--- src/rtl/fpu_cvt.sv ---
// fpu_cvt: iterative int32<->float32 converter, round toward zero, one bit shift per cycle
module fpu_cvt (
    input  logic        clk,
    input  logic        rst,
    input  logic        req_valid_i,
    output logic        req_ready_o,
    input  logic        op_i,
    input  logic [31:0] a_i,
    output logic        resp_valid_o,
    input  logic        resp_ready_i,
    output logic [31:0] result_o,
    output logic        invalid_o
);
    typedef enum logic [1:0] {IDLE, SHIFT, DONE} state_t;
    state_t      state;
    logic        op;
    logic        sgn;
    logic [31:0] mag;
    logic [7:0]  ex;
    logic [4:0]  cnt;
    logic [7:0]  e_in;
    logic [22:0] m_in;
    logic [31:0] a_abs;
    logic [31:0] sat;
    assign e_in = a_i[30:23];
    assign m_in = a_i[22:0];
    assign a_abs = a_i[31] ? -a_i : a_i;
    assign sat = a_i[31] ? 32'h8000_0000 : 32'h7FFF_FFFF;
    assign req_ready_o = (state == IDLE);
    assign resp_valid_o = (state == DONE);
    always_ff @(posedge clk) begin
        if (rst) begin
            state     <= IDLE;
            result_o  <= '0;
            invalid_o <= 1'b0;
            op        <= 1'b0;
            sgn       <= 1'b0;
            mag       <= '0;
            ex        <= '0;
            cnt       <= '0;
        end else begin
            case (state)
                IDLE: if (req_valid_i) begin
                    op        <= op_i;
                    sgn       <= a_i[31];
                    invalid_o <= 1'b0;
                    if (!op_i) begin
                        mag <= a_abs;
                        ex  <= 8'd158;
                        if (a_i == '0) begin
                            result_o <= '0;
                            state    <= DONE;
                        end else
                            state <= SHIFT;
                    end else if (e_in == 8'hFF) begin
                        result_o  <= (m_in != '0) ? 32'h7FFF_FFFF : sat;
                        invalid_o <= 1'b1;
                        state     <= DONE;
                    end else if (e_in < 8'd127) begin
                        result_o <= '0;
                        state    <= DONE;
                    end else if (e_in >= 8'd158) begin
                        // -2^31 is the only exactly representable value at this exponent
                        result_o  <= sat;
                        invalid_o <= !(a_i[31] && e_in == 8'd158 && m_in == '0);
                        state     <= DONE;
                    end else begin
                        mag   <= {1'b1, m_in, 8'b0};
                        cnt   <= 5'(8'd158 - e_in);
                        state <= SHIFT;
                    end
                end
                SHIFT: if (!op) begin
                    if (!mag[31]) begin
                        mag <= mag << 1;
                        ex  <= ex - 8'd1;
                    end else begin
                        result_o <= {sgn, ex, mag[30:8]};
                        state    <= DONE;
                    end
                end else if (cnt != '0) begin
                    mag <= mag >> 1;
                    cnt <= cnt - 5'd1;
                end else begin
                    result_o  <= sgn ? -mag : mag;
                    invalid_o <= 1'b0;
                    state     <= DONE;
                end
                DONE: if (resp_ready_i) state <= IDLE;
                default: state <= IDLE;
            endcase
        end
    end
endmodule

--- config.mk ---
export PLATFORM = sky130hd
export DESIGN_NAME = fpu_cvt
export DESIGN_NICKNAME = d
export VERILOG_FILES = /design/src/rtl/fpu_cvt.sv
export SDC_FILE = /design/constraint.sdc
export NUM_CORES = 1
export LEC_CHECK = 0
export BUFFER_PORTS_ARGS = -buffer_cell sky130_fd_sc_hd__buf_2
export CAP_MARGIN = 20
export CELL_PAD_IN_SITES_DETAIL_PLACEMENT = 1
export CELL_PAD_IN_SITES_GLOBAL_PLACEMENT = 1
export CORE_MARGIN = 4
export CORE_UTILIZATION = 40
export DETAILED_ROUTE_END_ITERATION = 16
export PLACE_DENSITY = 0.77
export SYNTH_ARGS = -nofsm -noshare
export SYNTH_HDL_FRONTEND = slang
export SYNTH_SLANG_ARGS = --single-unit
--- constraint.sdc ---
create_clock -name clk -period 3.1 [get_ports clk]
set_input_delay 0.465 -clock clk [delete_from_list [all_inputs] [get_ports clk]]
set_output_delay 0.465 -clock clk [all_outputs]
set_load 0.03 [all_outputs]
==> reports/results.ini, run 1 <==
[floorplan]
placement_rows=44
chipHeight_um=130
i_o_pins=72
starting_utilization_of_the_core_area=0.407
fp.dieW_um=130
floorplan.core_area_sq_um=14500
die-area_sq_um=16800

[detailed_routing]
wl_met3_um=1100
detail_route.wirelength.met1_um=9570
first_pass_iters=5
via_count=6226
drt_iter0_drc=485
vias_per_cell=6.20
highest-signal-layer=met4
post-route-drc-count=0
drt-total-wl_um=20100
wl_met2_um=9140
count_of_antenna_violating_nets_left_after_detailed_routing=0
post_drt_wl_per_cell_um=20.0

[power_and_ir_drop]
sequential_power_share=0.375
power.switching_fraction=0.400
power_frac_comb=0.367
power_per_cell_area_nw_per_um2=559
internal-power_mw=2.25
pwr-share-clk=0.259
power.net_switching_mw=1.50
ir_drop_v=0.000275
leakage_dissipation_nw=2.47

[timing]
hold_viol_final=0
final.period_utilization=0.886
fin_worst_hold_slack_ns=0.405
slew_viol_final=0
slew-limit-headroom=0.391
final.min_clock_period_ns=2.75
totalNegativeSetupSlack_ns=0
max_clock_freq_mhz=364
report.final.setup_viol=0
worst_pin_slew_ns=0.910
final_critical_path_setup_slack_ns=0.354
worst_clock_skew_ns=0.0124
rsz0062_at_grt=no

[layout]
n_fill_cell=1839
antenna_cells=0
most-common-layout-cells=nor2_1, dfxtp_1, buf_2
layout.core_utilization=0.461
area_growth_pct=13.1
area_taken_by_multi_input_logic_gates_sq_um=3910
drive_above_1_share=0.163
layout_commonest_cell=nor2_1
fin_nets=863
ff_latch_area_sq_um=1640

[clocking]
clk_transition_reported_paths_ns=0.07
cts.root.buffer_cell=clkbuf_16
htree_num_levels=3
ctsLongestPathBuffers=2
cts-hold-fix-buffers=0
tritoncts_num_sinks=82
cts_setup_buffers=0
post_cts.resized_instances=0
worst_skew_pair.late_latency_ns=0.35
cts_buffers=9
cts_tree=done

[status]
run_status=complete, no violations

[synthesis]
synth-edff-count=0
synth.yosys.seq_area_share=0.277
mappedNetlistArea_sq_um=5920
synthCells=784
synth_flop_cell=dfxtp_1
synth_simple_gate_area_frac=0.230
synth-compound-area-share=0.305
syn_area_per_cell_sq_um=7.55
synth_seq_cells=82
synth_warnings=0
post_synth_mux_area_share=0.0108
yosys.area_share.adder=0.0190
post_synth_xor_area_fraction=0.0917
unique_masters_post_synth=62
main_combinational_cell_family_by_area_after_synthesis=compound AO/OA/AOI/OAI gates
async_flop_share=0
synth.net_count=830

[worst_setup_path]
crit_slowest_cell=or4_1
regToRegStartpoint=mag[12]
cp_max_fo=9
crit_type=register to register
critical_path_arrival_ns=2.96
worst-path-stages=6
cp-end-kind=register
worstSetupStartpointType=register
crit_chain=or4_1 -> or4_4 -> o41ai_2 -> xnor2_1 -> a221oi_2 -> a211oi_1
crit_family=simple AND/OR/NAND/NOR gates
timing.reg2reg.worst_path_depth=6
crit_required_ns=3.31
setup.worst_path.start=mag[12]
slowest_delay_ns=0.66
critPathBufInv=0

[placed_design]
port_buffers=71
place_ws_ns=0.129
dpl.hpwl_um=15000
place_congestion=0.841

[global_routing]
grt_max_degree=47
grt_pass1_wl_um=32700
antenna_violations_before_repair=0
overflow_left_after_global_routing=0
first_global_vias=6095
grt.total_usage=0.240

[min_path]
hold-path-cell-count=4
worstHoldPathType=input pin to register
worst_hold_startpoint=resp_ready_i

[flow_run]
drv_cap=0

-- tightest hold or removal path, delay by kind of cell --
family          cells  cell delay (ns)
compound gates      1             0.06
buf+inv             1             0.08
simple gates        2             0.10
-- logic make-up (layout without fill, tap and decap cells) --
family	after synthesis	in the layout
AND/OR/NAND/NOR	282	282
XOR/XNOR	62	62
buffers and inverters	96	132
multiplexers	6	6
adder cells (fa/ha/maj)	9	9
flip-flops	82	82
AO/OA/AOI/OAI	247	247
-- metal layers --
metal / track usage / vias up
met1: 0.342 / 3006
li1: - / 2975
met5: 0 / -
met3: 0.0297 / 27
met2: 0.380 / 218
met4: 0.0746 / 0
-- cells in the mapped netlist, drive strengths merged (8+ instances only) --
cell type | number | area, sq um
xor2 | 25 | 219
xnor2 | 37 | 324
nand3 | 8 | 40.0
o211ai | 10 | 75.1
or3 | 11 | 68.8
o21ai | 26 | 130
dfxtp | 82 | 1640
buf | 16 | 87.6
o31ai | 17 | 128
ha | 9 | 113
nor2 | 113 | 424
a22o | 12 | 105
a31oi | 12 | 75.1
nor4 | 13 | 113
inv | 19 | 71.3
a21oi | 33 | 165
a22oi | 10 | 75.1
nand2b | 11 | 68.8
a221oi | 24 | 216
nor3 | 34 | 170
clkbuf | 61 | 229
a211oi | 58 | 435
nand2 | 55 | 206
or4 | 8 | 63.8
-- state kept, by name (all words and copies together) (netlist names) --
| name | flops |
|---|---|
| result_o | 32 |
| cnt | 5 |
| op | 1 |
| sgn | 1 |
| mag | 32 |
| state | 2 |
| invalid_o | 1 |
| ex | 8 |
-- power groups by stage --
stage                     sequential (mW)  combinational (mW)  clock, mW
after global routing                 1.43                1.51       1.03
after floorplan                      1.45               0.903          0
final                                1.40                1.37      0.969
after global placement               1.41                1.31          0
after CTS                            1.40                1.37      0.988
after detailed placement             1.42                1.36          0
-- through the flow --
stage	area, sq um	std cells	power (mW)
after floorplan	5920	784	2.36
after global placement	6430	990	2.72
after detailed placement	6430	990	2.78
after CTS	6690	1004	3.76
after global routing	6690	1004	3.97
final	6690	1004	3.74
-- final timing paths --
| kind | endpoint | slack [ns] |
|---|---|---|
| max | result_o[18] | 0.35 |
| min | state[1] | 0.40 |
| min reg2reg | cnt[1] | 0.48 |
| max reg2reg | result_o[18] | 0.35 |
-- cell type report --
cell class,count,share of cell area
clock inverters,3,0.00262
flip-flops and latches,82,0.245
well taps,184,0.0344
multi-input cells,606,0.584
clock buffers,11,0.0363
repair buffers,99,0.0864
inverters,19,0.0107
Note: power is estimated with default switching activity, not from simulation.
==> run 2, diff against run 1 <==
- CORE_ASPECT_RATIO: unset -> 0.9
- CTS_CLUSTER_SIZE: unset -> 20
- PLACE_DENSITY: 0.77 -> unset
- PLACE_DENSITY_LB_ADDON: unset -> 0.08
==> run 2 against run 1 <==
Routed wire length grew 2.9%. Combinational power grew 3%. First-iteration DRC count shrank 12%. Non-clock buffer count grew 3. Sequential share of layout area shrank 0.34 points. Register-to-register slack gained 0.02 ns. Sequential cell count is the same. Maximum frequency grew 0.60%. Clock-buffer cell count is the same. Core utilization grew 1.5 points. Critical path type unchanged. Largest cell class unchanged.
==> reports/results.ini, run 2 (synthesis results as in run 1) <==
[layout]
layout.core_utilization=0.476  ; was 0.461
area_growth_pct=14.7  ; was 13.1%
antenna_cells=0  ; unchanged
most-common-layout-cells=nor2_1, dfxtp_1, buf_2  ; unchanged
layout_commonest_cell=nor2_1  ; unchanged
largest_registers=mag x32, result_o x32, ex x8  ; unchanged
layout.cells.non_filler=1018  ; was 1004
final_cell_area_sq_um=6790  ; was 6690 sq um
drive_above_1_share=0.168  ; was 0.163
fin_nets=866  ; was 863

[worst_setup_path]
setup.worst_path.start=mag[6]  ; was mag[12]
r2r-end=result_o[18]  ; unchanged
timing.reg2reg.setup_slack_ns=0.37  ; was 0.35 ns
cp_max_fo=8  ; was 9
cp-end-kind=register  ; unchanged
timing.reg2reg.worst_path_depth=6  ; unchanged
worstSetupStartpointType=register  ; unchanged
regToRegStartpoint=mag[6]  ; was mag[12]
crit_chain=or4_1 -> or4_4 -> o41ai_2 -> xnor2_1 -> a221oi_2 -> a211oi_1  ; unchanged
critical_path_arrival_ns=2.94  ; was 2.96 ns
crit_slowest_cell=or4_1  ; unchanged
crit_type=register to register  ; unchanged
crit_required_ns=3.31  ; about the same
slowest_delay_ns=0.71  ; was 0.66 ns

[clocking]
clk_transition_reported_paths_ns=0.07  ; about the same
post_cts.resized_instances=0  ; unchanged
cts.root.buffer_cell=clkbuf_16  ; unchanged
cts_buffers=9  ; unchanged
htree_num_levels=3  ; unchanged
cts_tree=done  ; unchanged
cts_setup_buffers=0  ; unchanged
tritoncts_num_sinks=82  ; unchanged
ctsLongestPathBuffers=2  ; unchanged
cts-hold-fix-buffers=0  ; unchanged
worst_skew_pair.late_latency_ns=0.35  ; about the same

[min_path]
holdPathEnd=state[1]  ; unchanged
worst_hold_startpoint=resp_ready_i  ; unchanged
hold-path-cell-count=4  ; unchanged
worstHoldPathType=input pin to register  ; unchanged

[detailed_routing]
vias_per_cell=6.10  ; was 6.20
post-route-drc-count=0  ; unchanged
drt_iter0_drc=426  ; was 485
first_pass_iters=5  ; unchanged
count_of_antenna_violating_nets_left_after_detailed_routing=0  ; unchanged
drt-total-wl_um=20700  ; was 20100 um
via_count=6208  ; was 6226
post_drt_wl_per_cell_um=20.3  ; was 20.0 um

[timing]
worst_pin_slew_ns=0.876  ; was 0.910 ns
final.period_utilization=0.880  ; was 0.886
rsz0062_at_grt=no  ; unchanged
final.min_clock_period_ns=2.73  ; was 2.75 ns
worst_clock_skew_ns=0.0135  ; was 0.0124 ns
report.final.setup_viol=0  ; unchanged
fin_worst_hold_slack_ns=0.411  ; was 0.405 ns
final_critical_path_setup_slack_ns=0.371  ; was 0.354 ns
hold_viol_final=0  ; unchanged
totalNegativeSetupSlack_ns=0  ; unchanged
slew-limit-headroom=0.414  ; was 0.391
slew_viol_final=0  ; unchanged
max_clock_freq_mhz=366  ; was 364 MHz

[floorplan]
floorplan.core_area_sq_um=14300  ; was 14500 sq um
chipHeight_um=123  ; was 130 um
fp.dieW_um=136  ; was 130 um
placement_rows=41  ; was 44
i_o_pins=72  ; unchanged
starting_utilization_of_the_core_area=0.415  ; was 0.407
die-area_sq_um=16800  ; about the same

[global_routing]
antenna_violations_before_repair=0  ; unchanged
grt_pass1_wl_um=33400  ; was 32700 um
first_global_vias=6018  ; was 6095
overflow_left_after_global_routing=0  ; unchanged
grt_max_degree=47  ; unchanged
grt.total_usage=0.251  ; was 0.240

[status]
run_status=complete, no violations  ; unchanged

[power_and_ir_drop]
leakage_dissipation_nw=2.51  ; was 2.47 nW
design_power_total_mw=3.96  ; was 3.74 mW
power_per_cell_area_nw_per_um2=583  ; was 559 nW/um^2
ir_drop_v=0.000295  ; was 0.000275 V

[placed_design]
place_ws_ns=0.144  ; was 0.129 ns
port_buffers=71  ; unchanged
place_congestion=0.886  ; was 0.841
dpl-instance-area_sq_um=6470  ; was 6430 sq um
dpl.hpwl_um=15300  ; was 15000 um
dp_cells=1002  ; was 990

[flow_run]
drv_cap=0  ; unchanged

run 2: changes by cell type in the layout (fill, tap and decap cells not counted):
cell	before	now
buf_4	27	30
bufinv_16	0	2
run 2: routing by layer:
metal	vias to the layer above	GRT usage	part of all wire
li1	2986	-	-
met1	3014	0.374	0.50
met2	185	0.380	0.43
met3	23	0.0297	0.050
met4	0	0.0737	0.015
met5	-	0	0
run 2: layout make-up:
class	instances	area [sq um]
tap	193	241
inverter	19	71.3
fill	1812	7470
sequential	82	1640
timing repair buffer	102	601
clock inverter	5	77.6
clock buffer	11	243
multi-input combinational	606	3910
run 2: report_power, final:
| group | switching [mW] | internal, mW |
|---|---|---|
| Sequential | 0.181 | 1.21 |
| Combinational | 0.910 | 0.496 |
| Clock | 0.442 | 0.725 |
| Total | 1.53 | 2.43 |
run 2: critical path, delay by kind of cell (launching register included):
family,cells,cell delay (ns)
XOR/XNOR,1,0.14
flip-flops,1,0.39
AND/OR/NAND/NOR,2,1.27
AO/OA/AOI/OAI,3,0.79
run 2: worst max-delay path by stage:
stage	endpoint	slack (ns)	depth (start not counted)
floorplan	result_o[10]	0.40	11
global placement	state[1]	0.19	8
detailed placement	result_o[27]	0.14	11
CTS	result_o[18]	0.41	6
global route	result_o[18]	0.22	6
finish	result_o[18]	0.37	6
==> run 3, diff against run 2 <==
- BUFFER_PORTS_ARGS: -buffer_cell sky130_fd_sc_hd__buf_2 -> unset
- DONT_BUFFER_PORTS: unset -> 1
- PLACE_DENSITY: unset -> 0.81
- PLACE_DENSITY_LB_ADDON: 0.08 -> unset
==> run 3 against run 2 <==
Sequential share of layout area rose by 1.3 points. Global-route usage up 0.60 points. Combinational power shrank 19%. Critical path depth did not move. Setup slack better by 0.033 ns. Critical endpoint is now result_o[21].
==> reports/results.ini, run 3 (synthesis results as in run 1) <==
[flow_run]
drv_cap=0  ; unchanged

[worst_setup_path]
worstSetupStartpointType=register  ; unchanged
regToRegStartpoint=mag[6]  ; unchanged
timing.reg2reg.worst_path_depth=6  ; unchanged
crit_chain=or4_1 -> or4_4 -> o31ai_1 -> xnor2_1 -> a221oi_1 -> a211oi_1  ; was or4_1 -> or4_4 -> o41ai_2 -> xnor2_1 -> a221oi_2 -> a211oi_1
crit_slowest_cell=or4_1  ; unchanged
critical_path_arrival_ns=2.92  ; was 2.94 ns
timing.reg2reg.setup_slack_ns=0.40  ; was 0.37 ns
setup.worst_path.start=mag[6]  ; unchanged
crit_required_ns=3.33  ; was 3.31 ns
r2r-end=result_o[21]  ; was result_o[18]
cp-end-kind=register  ; unchanged
worst-path-stages=6  ; unchanged
cp_max_fo=8  ; unchanged
critPathBufInv=0  ; unchanged
crit_type=register to register  ; unchanged
slowest_delay_ns=0.70  ; was 0.71 ns
crit_family=simple AND/OR/NAND/NOR gates  ; unchanged

[floorplan]
placement_rows=41  ; unchanged
starting_utilization_of_the_core_area=0.415  ; unchanged
floorplan.core_area_sq_um=14300  ; unchanged
fp.dieW_um=136  ; unchanged
i_o_pins=72  ; unchanged
die-area_sq_um=16800  ; unchanged
chipHeight_um=123  ; unchanged

[detailed_routing]
via_count=6121  ; was 6208
first_pass_iters=6  ; was 5
count_of_antenna_violating_nets_left_after_detailed_routing=0  ; unchanged
drt-total-wl_um=21000  ; was 20700 um
drt_iter0_drc=465  ; was 426
vias_per_cell=6.48  ; was 6.10
post-route-drc-count=0  ; unchanged
post_drt_wl_per_cell_um=22.3  ; was 20.3 um

[layout]
antenna_cells=0  ; unchanged
layout.core_utilization=0.452  ; was 0.476
ff_latch_area_sq_um=1640  ; unchanged
fin_nets=792  ; was 866
final_cell_area_sq_um=6440  ; was 6790 sq um
n_fill_cell=1779  ; was 1812
layout_commonest_cell=nor2_1  ; unchanged
most-common-layout-cells=nor2_1, dfxtp_1, a211oi_1  ; was nor2_1, dfxtp_1, buf_2
area_taken_by_multi_input_logic_gates_sq_um=3910  ; unchanged
layout.cells.non_filler=944  ; was 1018
area_growth_pct=8.84  ; was 14.7%
drive_above_1_share=0.0879  ; was 0.168
largest_registers=mag x32, result_o x32, ex x8  ; unchanged

[clocking]
cts_setup_buffers=0  ; unchanged
cts_buffers=9  ; unchanged
clk_transition_reported_paths_ns=0.07  ; about the same
tritoncts_num_sinks=82  ; unchanged
cts-hold-fix-buffers=0  ; unchanged
htree_num_levels=3  ; unchanged
ctsLongestPathBuffers=2  ; unchanged
cts.root.buffer_cell=clkbuf_16  ; unchanged
cts_tree=done  ; unchanged
worst_skew_pair.late_latency_ns=0.35  ; about the same
post_cts.resized_instances=0  ; unchanged

[timing]
report.final.setup_viol=0  ; unchanged
slew_viol_final=0  ; unchanged
slew-limit-headroom=0.358  ; was 0.414
hold_viol_final=0  ; unchanged
worst_pin_slew_ns=0.959  ; was 0.876 ns
final.period_utilization=0.870  ; was 0.880
max_clock_freq_mhz=371  ; was 366 MHz
worst_clock_skew_ns=0.00880  ; was 0.0135 ns
final.min_clock_period_ns=2.70  ; was 2.73 ns
rsz0062_at_grt=no  ; unchanged
totalNegativeSetupSlack_ns=0  ; unchanged

[global_routing]
grt_pass1_wl_um=34500  ; was 33400 um
grt.total_usage=0.257  ; was 0.251
overflow_left_after_global_routing=0  ; unchanged
grt_max_degree=84  ; was 47
antenna_violations_before_repair=0  ; unchanged
first_global_vias=6267  ; was 6018

[placed_design]
dpl.hpwl_um=15100  ; was 15300 um
dpl-instance-area_sq_um=6090  ; was 6470 sq um
port_buffers=0  ; was 71
place_congestion=0.885  ; was 0.886
dp_cells=928  ; was 1002

[min_path]
worstHoldPathType=input pin to register  ; unchanged
hold-path-cell-count=1  ; was 4
holdPathEnd=op  ; was state[1]
worst_hold_startpoint=rst  ; was resp_ready_i

[power_and_ir_drop]
leakage_dissipation_nw=2.19  ; was 2.51 nW
power_per_cell_area_nw_per_um2=615  ; was 583 nW/um^2
ir_drop_v=0.000327  ; was 0.000295 V

[status]
run_status=complete, no violations  ; unchanged

[run 3: cell count changes in the layout (fill, tap and decap cells not counted), sizes merged]
cell / before / now
clkinvlp: 1 / 2
clkinv: 2 / 1
clkbuf: 11 / 10
buf: 102 / 28
bufinv: 2 / 3
[run 3: cell type report]
class                           instances  area share
Timing Repair Buffer                   28      0.0346
Multi-Input combinational cell        606       0.607
Clock buffer                           10      0.0371
Tap cell                              193      0.0375
Clock inverter                          6      0.0177
Inverter                               19      0.0111
Sequential cell                        82       0.255
[run 3: worst max path at each step]
| stage | end |
|---|---|
| finish | result_o[21] |
| global placement | mag[8] |
| detailed placement | result_o[1] |
| global route | result_o[21] |
| floorplan | result_o[10] |
| CTS | result_o[21] |
[run 3: through the flow]
step                      hold slack (ns)  power, mW  setup WS (ns)
after floorplan                     0.441       2.36          0.401
after global placement              0.448       2.61          0.353
after detailed placement            0.466       2.67          0.267
after CTS                           0.163       3.97          0.389
after global routing                0.155       4.17          0.222
final                               0.179       3.96          0.404
[run 3: power breakdown]
part / leakage (nW) / total, mW / internal [mW] / switching (mW)
registers: 0.675 / 1.53 / 1.21 / 0.324
clock network: 0.165 / 1.29 / 0.811 / 0.479
logic: 1.35 / 1.14 / 0.436 / 0.705
total: 2.19 / 3.96 / 2.45 / 1.51
[run 3: metal layers]
layer	part of all wire	track usage	wire, um	vias up
met5	0	0	0	-
met2	0.50	0.450	10500	211
li1	-	-	-	2844
met1	0.42	0.316	8810	3027
met4	0.024	0.0844	503	0
met3	0.057	0.0541	1200	39
